--- src/rtl/dca_mru_step_pkg.sv ---
// dca_mru_step_pkg: shared mode encodings, step field layout and width helpers for the MRU step sequencer
package dca_mru_step_pkg;
  typedef enum logic [1:0] {
    MODE_PASS      = 2'd0,
    MODE_TRANSPOSE = 2'd1,
    MODE_FILL      = 2'd2,
    MODE_ZERO      = 2'd3
  } mode_e;
  typedef enum logic {
    ST_RUN   = 1'b0,
    ST_DRAIN = 1'b1
  } state_e;
  localparam int MODE_LSB = 0;
  localparam int MODE_W = 2;
  localparam int SEL_LSB = MODE_LSB + MODE_W;
  function automatic int sel_width(input int num_lsu);
    return num_lsu > 1 ? $clog2(num_lsu) : 1;
  endfunction
  function automatic int step_width(input int num_lsu);
    return sel_width(num_lsu) + 4;
  endfunction
  function automatic int req_pos(input int num_lsu);
    return SEL_LSB + sel_width(num_lsu);
  endfunction
  function automatic int last_pos(input int num_lsu);
    return req_pos(num_lsu) + 1;
  endfunction
endpackage

--- src/rtl/dca_mru_matrix_xform.sv ---
// dca_mru_matrix_xform: combinational pass/transpose/fill/zero of an N x N row-major matrix
module dca_mru_matrix_xform
  import dca_mru_step_pkg::*;
#(
  parameter int N  = 4,
  parameter int BW = 16
) (
  input  logic [1:0]          mode,
  input  logic [N*N*BW-1:0]   src,
  input  logic [BW-1:0]       fill_value,
  output logic [N*N*BW-1:0]   result
);
  for (genvar r = 0; r < N; r++) begin : g_row
    for (genvar c = 0; c < N; c++) begin : g_col
      assign result[(r*N+c)*BW +: BW] =
        mode == MODE_PASS      ? src[(r*N+c)*BW +: BW] :
        mode == MODE_TRANSPOSE ? src[(c*N+r)*BW +: BW] :
        mode == MODE_FILL      ? fill_value : '0;
    end
  end
endmodule

--- src/rtl/dca_mru_step_sequencer.sv ---
// dca_mru_step_sequencer: MRU step controller with LSU/fill arbitration, registered write stage and credit-tracked drain
module dca_mru_step_sequencer
  import dca_mru_step_pkg::*;
#(
  parameter int MATRIX_SIZE  = 4,
  parameter int BW_SCALAR    = 16,
  parameter int NUM_LSU      = 2,
  parameter int CREDIT_DEPTH = 4,
  localparam int NUM_ELEM  = MATRIX_SIZE * MATRIX_SIZE,
  localparam int BW_MATRIX = NUM_ELEM * BW_SCALAR,
  localparam int BW_SEL    = sel_width(NUM_LSU),
  localparam int BW_STEP   = step_width(NUM_LSU),
  localparam int BW_CNT    = $clog2(CREDIT_DEPTH + 1)
) (
  input  logic                         clk,
  input  logic                         rstnn,
  input  logic                         clear,
  input  logic                         step_valid,
  input  logic [BW_STEP-1:0]           step_inst,
  output logic                         step_ready,
  input  logic                         fill_valid,
  input  logic [BW_SCALAR-1:0]         fill_value,
  output logic                         fill_ready,
  output logic [NUM_LSU-1:0]           lsu_req,
  input  logic [NUM_LSU-1:0]           lsu_ready,
  input  logic [NUM_LSU*BW_MATRIX-1:0] lsu_matrix,
  output logic                         mreg_wvalid,
  input  logic                         mreg_wready,
  output logic [NUM_ELEM-1:0]          mreg_wenable,
  output logic [BW_MATRIX-1:0]         mreg_wdata,
  input  logic                         credit_ret,
  output logic                         busy,
  output logic                         done,
  output logic                         credit_err
);
  localparam logic [BW_CNT-1:0] CNT_MAX = BW_CNT'(CREDIT_DEPTH);
  localparam logic [BW_CNT-1:0] CNT_ONE = BW_CNT'(1);
  state_e              state, state_nxt;
  logic                armed;
  logic [BW_CNT-1:0]   cnt, cnt_nxt;
  logic                inst_last, inst_req;
  logic [BW_SEL-1:0]   sel_raw, sel;
  logic [1:0]          mode;
  logic [BW_MATRIX-1:0] src, result;
  logic                lsu_ok, fill_ok, cnt_ok, out_ok, run, fire;
  assign inst_last = step_inst[last_pos(NUM_LSU)];
  assign inst_req  = step_inst[req_pos(NUM_LSU)];
  assign sel_raw   = step_inst[SEL_LSB +: BW_SEL];
  assign mode      = step_inst[MODE_LSB +: MODE_W];
  assign sel       = int'(sel_raw) < NUM_LSU ? sel_raw : '0;
  assign src       = inst_req ? lsu_matrix[int'(sel)*BW_MATRIX +: BW_MATRIX] : '0;
  assign lsu_ok    = !inst_req | lsu_ready[sel];
  assign fill_ok   = mode != MODE_FILL | fill_valid;
  assign cnt_ok    = cnt < CNT_MAX | credit_ret;
  assign out_ok    = !mreg_wvalid | mreg_wready;
  dca_mru_matrix_xform #(
    .N (MATRIX_SIZE),
    .BW(BW_SCALAR)
  ) u_xform (
    .mode      (mode),
    .src       (src),
    .fill_value(fill_value),
    .result    (result)
  );
  // armed drops asynchronously with rstnn so every combinational output is quiet during reset
  always_ff @(posedge clk or negedge rstnn)
    if (!rstnn) begin
      armed <= 1'b0;
      state <= ST_RUN;
    end else begin
      armed <= 1'b1;
      state <= state_nxt;
    end
  always_comb
    state_nxt = clear ? ST_RUN :
                state == ST_RUN ? (fire & inst_last ? ST_DRAIN : ST_RUN) :
                done ? ST_RUN : ST_DRAIN;
  always_comb begin
    run        = armed & !clear & state == ST_RUN;
    fire       = run & step_valid & lsu_ok & fill_ok & cnt_ok & out_ok;
    done       = !clear & state == ST_DRAIN & (cnt == '0 | (cnt == CNT_ONE & credit_ret));
    step_ready = fire;
    fill_ready = fire & mode == MODE_FILL;
    lsu_req    = fire & inst_req ? NUM_LSU'(1) << sel : '0;
    busy       = armed & (step_valid | state == ST_DRAIN | cnt != '0 | mreg_wvalid);
  end
  always_comb
    cnt_nxt = clear ? '0 :
              fire & !credit_ret ? cnt + CNT_ONE :
              !fire & credit_ret & cnt != '0 ? cnt - CNT_ONE : cnt;
  assign mreg_wenable = {NUM_ELEM{mreg_wvalid}};
  always_ff @(posedge clk or negedge rstnn)
    if (!rstnn) begin
      cnt         <= '0;
      credit_err  <= 1'b0;
      mreg_wvalid <= 1'b0;
      mreg_wdata  <= '0;
    end else begin
      cnt         <= cnt_nxt;
      credit_err  <= !clear & (credit_err | (credit_ret & cnt == '0));
      mreg_wvalid <= !clear & (fire | (mreg_wvalid & !mreg_wready));
      mreg_wdata  <= clear ? '0 : fire ? result : mreg_wdata;
    end
endmodule

--- config.mk ---
export PLATFORM = sky130hd
export DESIGN_NAME = dca_mru_step_sequencer
export DESIGN_NICKNAME = d
export VERILOG_FILES = /design/src/rtl/dca_mru_step_pkg.sv /design/src/rtl/dca_mru_matrix_xform.sv /design/src/rtl/dca_mru_step_sequencer.sv
export SDC_FILE = /design/constraint.sdc
export NUM_CORES = 1
export LEC_CHECK = 0
export BUFFER_PORTS_ARGS = -buffer_cell sky130_fd_sc_hd__buf_4
export CAP_MARGIN = 5
export CORE_AREA = 2 2 322 324
export DETAILED_ROUTE_END_ITERATION = 8
export DIE_AREA = 0 0 324 326
export PLACE_DENSITY = 0.44
export SYNTH_ARGS = -nofsm -noshare
export SYNTH_HDL_FRONTEND = slang
export SYNTH_SLANG_ARGS = --single-unit
--- constraint.sdc ---
create_clock -name clk -period 4.2 [get_ports clk]
set_input_delay 0.63 -clock clk [delete_from_list [all_inputs] [get_ports clk]]
set_output_delay 0.63 -clock clk [all_outputs]
set_load 0.005 [all_outputs]
==> results <==
- The run finished with clean final reports.
- The element type at the critical path end is an output port.
- In the synthesized netlist the async set-or-reset flop fraction comes to 100%.
- Setup violations remaining at the end of the flow were counted as 0.
- The number of library cell types mapped by synthesis is 50.
- Of the synthesized area, sequential elements account for 39.2%.
- In this run the mean area of a mapped cell was approximately 9.1 sq um.
- The number of standard cells after synthesis is 1847.
- The violation count after the first detailed-routing iteration is approximately 1100.
- The worst setup path is launched from a flop.
- The die area is between 100000 and 150000 sq um.
- The setup TNS is 0 ns.
- At the pin with the least slew margin, the transition time is 0.981 ns.
- The initial utilization of the core area, before any placement, comes to 16.4%.
- The total CTS buffers is 36.
- The final cycle utilization of the critical path is 89.4%.
- After floorplanning, the core was divided into between 100 and 150 placement rows.
- During I/O placement, the number of pins put on the boundary was 822.
- Power spread over the standard cell area amounts to 298 nW/um^2.
- The first-pass GRT wire length is 130000 um.
- The setup check on the worst reg-to-reg path leaves a slack of 1.15 ns.
- Along the worst path, the maximum fanout reaches 33.
- The number of design rule violations left after detail routing is 0.
- The vertical die dimension is ~330 um.
- The fraction of layout cells with a size suffix above 1 is between 40 and 50%.
- The total wire length is around 93000 um.
- The global routing usage on met2 is 28.5%.
- Subtracting the final worst setup slack from the clock period gives around 3.8 ns.
- Post-CTS timing repair inserted 0 buffers for setup.
- The total global routing overflow is 0.
- The clock arrives with 0.0147 ns of skew.
- The tool flagged a number of max-cap violations equal to 0.
- Input and output buffers added on the ports amount to around 820.
- Setup repair after global routing left no endpoint under its margin.
- The clock network latency to the later pin of the worst-skew pair is 0.54 ns.
- The met3 layer usage reported by global route is 3.82%.
- The remaining number of nets flagged by the antenna check after routing is 0.
- The most critical setup path has its endpoint at lsu_req[0].
- The number of clock sinks seen by CTS is 263.
- In this run the tightest slew margin relative to its limit is about 35%.
- The largest net degree at the start of global routing is 120.
- The dominant synthesized flop cell is sky130_fd_sc_hd__dfrtp_1.
- The final hold violation count was 0.
- The cell depth of the worst flop-to-flop path is 7.
- The number of H-tree levels is 2.
- The critical path is of the reg -> out type.
- After global routing, the most crowded layer is met2.
- The count of instances resized after the clock tree is built is 0.
- The total number of vias is between 15000 and 20000.
- Compared with the post-synthesis result, the final layout area differs by 51.2%.
- The met1 track utilization from global routing is 22.0%.
- The CTS clock-pin slew for the worst setup and hold paths is about 0.06 ns.
- The ratio of routed vias to standard cells is 4.36.
- The via count of the first global-routing pass is approximately 17000.
- IR analysis of the VDD net gives a maximum drop of 0.213 mV.
- The core region is 103000 sq um.
- The number of nets produced by synthesis is 2393.
- The worst register-to-register path begins at mreg_wvalid$_DFF_PN0_.
- The worst register-to-register path ends at mreg_wdata[217]$_DFFE_PN0P_.
- After synthesis the cells add up to 16800 sq um.
- The HPWL after detailed placement is 71400 um.
- The longest clock path from root to sink contains 3 buffers.
- The root buffer selected by CTS is sky130_fd_sc_hd__clkbuf_16.
- The design draws between 0.007 and 0.008 W.
- The number of nets in the finished design is 3092.
- The average wire per standard cell is 23.5 um.
- The count of flip-flops with a built-in enable after synthesis is 0.
- The class of the tightest hold or removal check is in -> async.
- Global routing used 16.8% of the available tracks.
- The required time at the endpoint of the critical path is 3.57 ns.
- Summed over all cells, the static leakage comes to 12.0 nW.
- For this run, the detailed router's first-pass iteration total came to 5.
- The number of warning messages in the yosys log is 0.
- After filler insertion, the fill cell instance count of the layout stands at 11253.
- TritonCTS built the clock tree.
- The synthesized design contains 263 register bits.
- The number of hold buffers added after CTS is 0.
- The startpoint of the worst setup timing path is mreg_wvalid$_DFF_PN0_.
- The weighted congestion at the end of routability-driven global placement is 0.798.
- Static timing analysis puts the maximum clock frequency at 266 MHz.
- The final max-slew violation count is 0.
- The number of antenna violations at the first check in global routing was 8.
- The data arrival time of the critical path is about 3.1 ns.
- The die span in x is 324 um.
[Yosys cell counts, types with 2 or more instances]
master	instances	area (sq um)
sky130_fd_sc_hd__nand3b_1	152	1140
sky130_fd_sc_hd__ha_1	4	50.1
sky130_fd_sc_hd__a32o_1	3	30.0
sky130_fd_sc_hd__nand2_1	238	893
sky130_fd_sc_hd__a21o_1	4	30.0
sky130_fd_sc_hd__buf_2	50	250
sky130_fd_sc_hd__and2_1	8	50.1
sky130_fd_sc_hd__nor2b_1	22	138
sky130_fd_sc_hd__and3_1	3	18.8
sky130_fd_sc_hd__o22ai_1	74	463
sky130_fd_sc_hd__buf_1	20	75.1
sky130_fd_sc_hd__o211ai_1	3	22.5
sky130_fd_sc_hd__nand2b_1	4	25.0
sky130_fd_sc_hd__mux2i_1	140	1400
sky130_fd_sc_hd__mux4_2	20	450
sky130_fd_sc_hd__mux2_2	113	1270
sky130_fd_sc_hd__o21ai_0	237	1190
sky130_fd_sc_hd__dfrtp_1	263	6580
sky130_fd_sc_hd__a21oi_1	95	475
sky130_fd_sc_hd__nor3_1	14	70.1
sky130_fd_sc_hd__a22o_1	36	315
sky130_fd_sc_hd__a311oi_1	3	26.3
sky130_fd_sc_hd__buf_4	19	143
sky130_fd_sc_hd__or3_1	2	12.5
sky130_fd_sc_hd__inv_2	3	11.3
sky130_fd_sc_hd__a22oi_1	39	293
sky130_fd_sc_hd__nor2_1	89	334
sky130_fd_sc_hd__a211oi_1	19	143
sky130_fd_sc_hd__clkbuf_1	105	394
sky130_fd_sc_hd__inv_1	3	11.3
sky130_fd_sc_hd__a31oi_1	9	56.3
sky130_fd_sc_hd__buf_6	3	33.8
sky130_fd_sc_hd__nand3_1	20	100
sky130_fd_sc_hd__a21bo_2	2	20.0
sky130_fd_sc_hd__a221o_1	13	130
[kinds of logic after synthesis]
logic type / synth area share (%)
other: 0.0223
buffers and inverters: 5.49
adder cells (fa/ha/maj): 0.298
AND/OR/NAND/NOR: 17.0
multiplexers: 18.6
flip-flops: 39.2
AO/OA/AOI/OAI: 19.4
[area by class of cell]
type	count	area, sq um	share of cell area (%)
antenna	3	7.51	0.0296
clock buffer	51	1030	4.05
clock inverter	9	95.1	0.374
inverter	7	31.3	0.123
multi-input combinational	1380	9350	36.8
sequential	263	6580	25.9
tap	1380	1730	6.80
timing repair buffer	858	6570	25.9
[routing by layer]
metal  share of wire [%]  vias to the layer above  routed length [um]
met5               0.052                        -                  48
met1                  44                     8421               40600
met2                  48                      587               44800
met4                 1.4                        8                1270
met3                 6.6                       77                6170
li1                    -                     8119                   -
[sequential cells by signal, summed over array words and instances, names as in the netlist]
name	count
armed	1
cnt	3
mreg_wvalid	1
state	1
credit_err	1
mreg_wdata	256
[worst min path at each step]
stage	startpoint	end	slack [ns]	cells after the start
floorplan	rstnn	armed$_DFF_PN0_	0.33	0
global placement	mreg_wdata[135]$_DFFE_PN0P_	mreg_wdata[135]$_DFFE_PN0P_	0.46	2
detailed placement	mreg_wdata[39]$_DFFE_PN0P_	mreg_wdata[39]$_DFFE_PN0P_	0.47	2
CTS	rstnn	mreg_wdata[200]$_DFFE_PN0P_	0.13	1
global route	rstnn	mreg_wdata[200]$_DFFE_PN0P_	0.14	1
finish	rstnn	mreg_wdata[200]$_DFFE_PN0P_	0.11	1
[cell usage in the layout (no fill, tap or decap), drive strengths merged, types with 36 or more instances in the layout]
| cell | synthesis | routed |
|---|---|---|
| a22oi | 39 | 39 |
| mux2i | 140 | 140 |
| nand2 | 239 | 239 |
| dfrtp | 263 | 263 |
| o21ai | 238 | 238 |
| nand3b | 152 | 152 |
| mux2 | 113 | 113 |
| clkbuf | 105 | 51 |
| a21oi | 95 | 95 |
| o22ai | 74 | 74 |
| nor2 | 90 | 90 |
| buf | 92 | 858 |
| a22o | 36 | 36 |
[worst max-delay path: stages (launching register included)]
cell and delay, ns:
sky130_fd_sc_hd__dfrtp_1 0.67, sky130_fd_sc_hd__nand2b_1 0.25, sky130_fd_sc_hd__o21a_1 0.42, sky130_fd_sc_hd__nand2_8 0.24, sky130_fd_sc_hd__inv_4 0.40, sky130_fd_sc_hd__nand2_1 0.14, sky130_fd_sc_hd__nor2_1 0.26, sky130_fd_sc_hd__buf_4 0.17
[metrics by stage]
stage          hold WS, ns  instance area (sq um)  std cells  util [%]  setup slack [ns]
2_1_floorplan        0.334                  16800       1847         -              1.48
3_3_place_gp         0.463                  24300       3888      23.6             0.695
3_5_place_dp         0.472                  24300       3888      23.6             0.626
4_1_cts              0.130                  25400       3948      24.7             0.313
5_1_grt              0.144                  25400       3948      24.7             0.166
6_report             0.109                  25400       3951      24.7             0.445
[where the power goes]
part	switching (W)	leakage, nW	internal, W	total (W)
registers	0.0000747	3.62	0.00264	0.00271
logic	0.000917	7.82	0.000846	0.00176
clock network	0.00127	0.558	0.00182	0.00309
total	0.00226	12.0	0.00530	0.00756
Note: power is estimated with default switching activity, not from simulation.
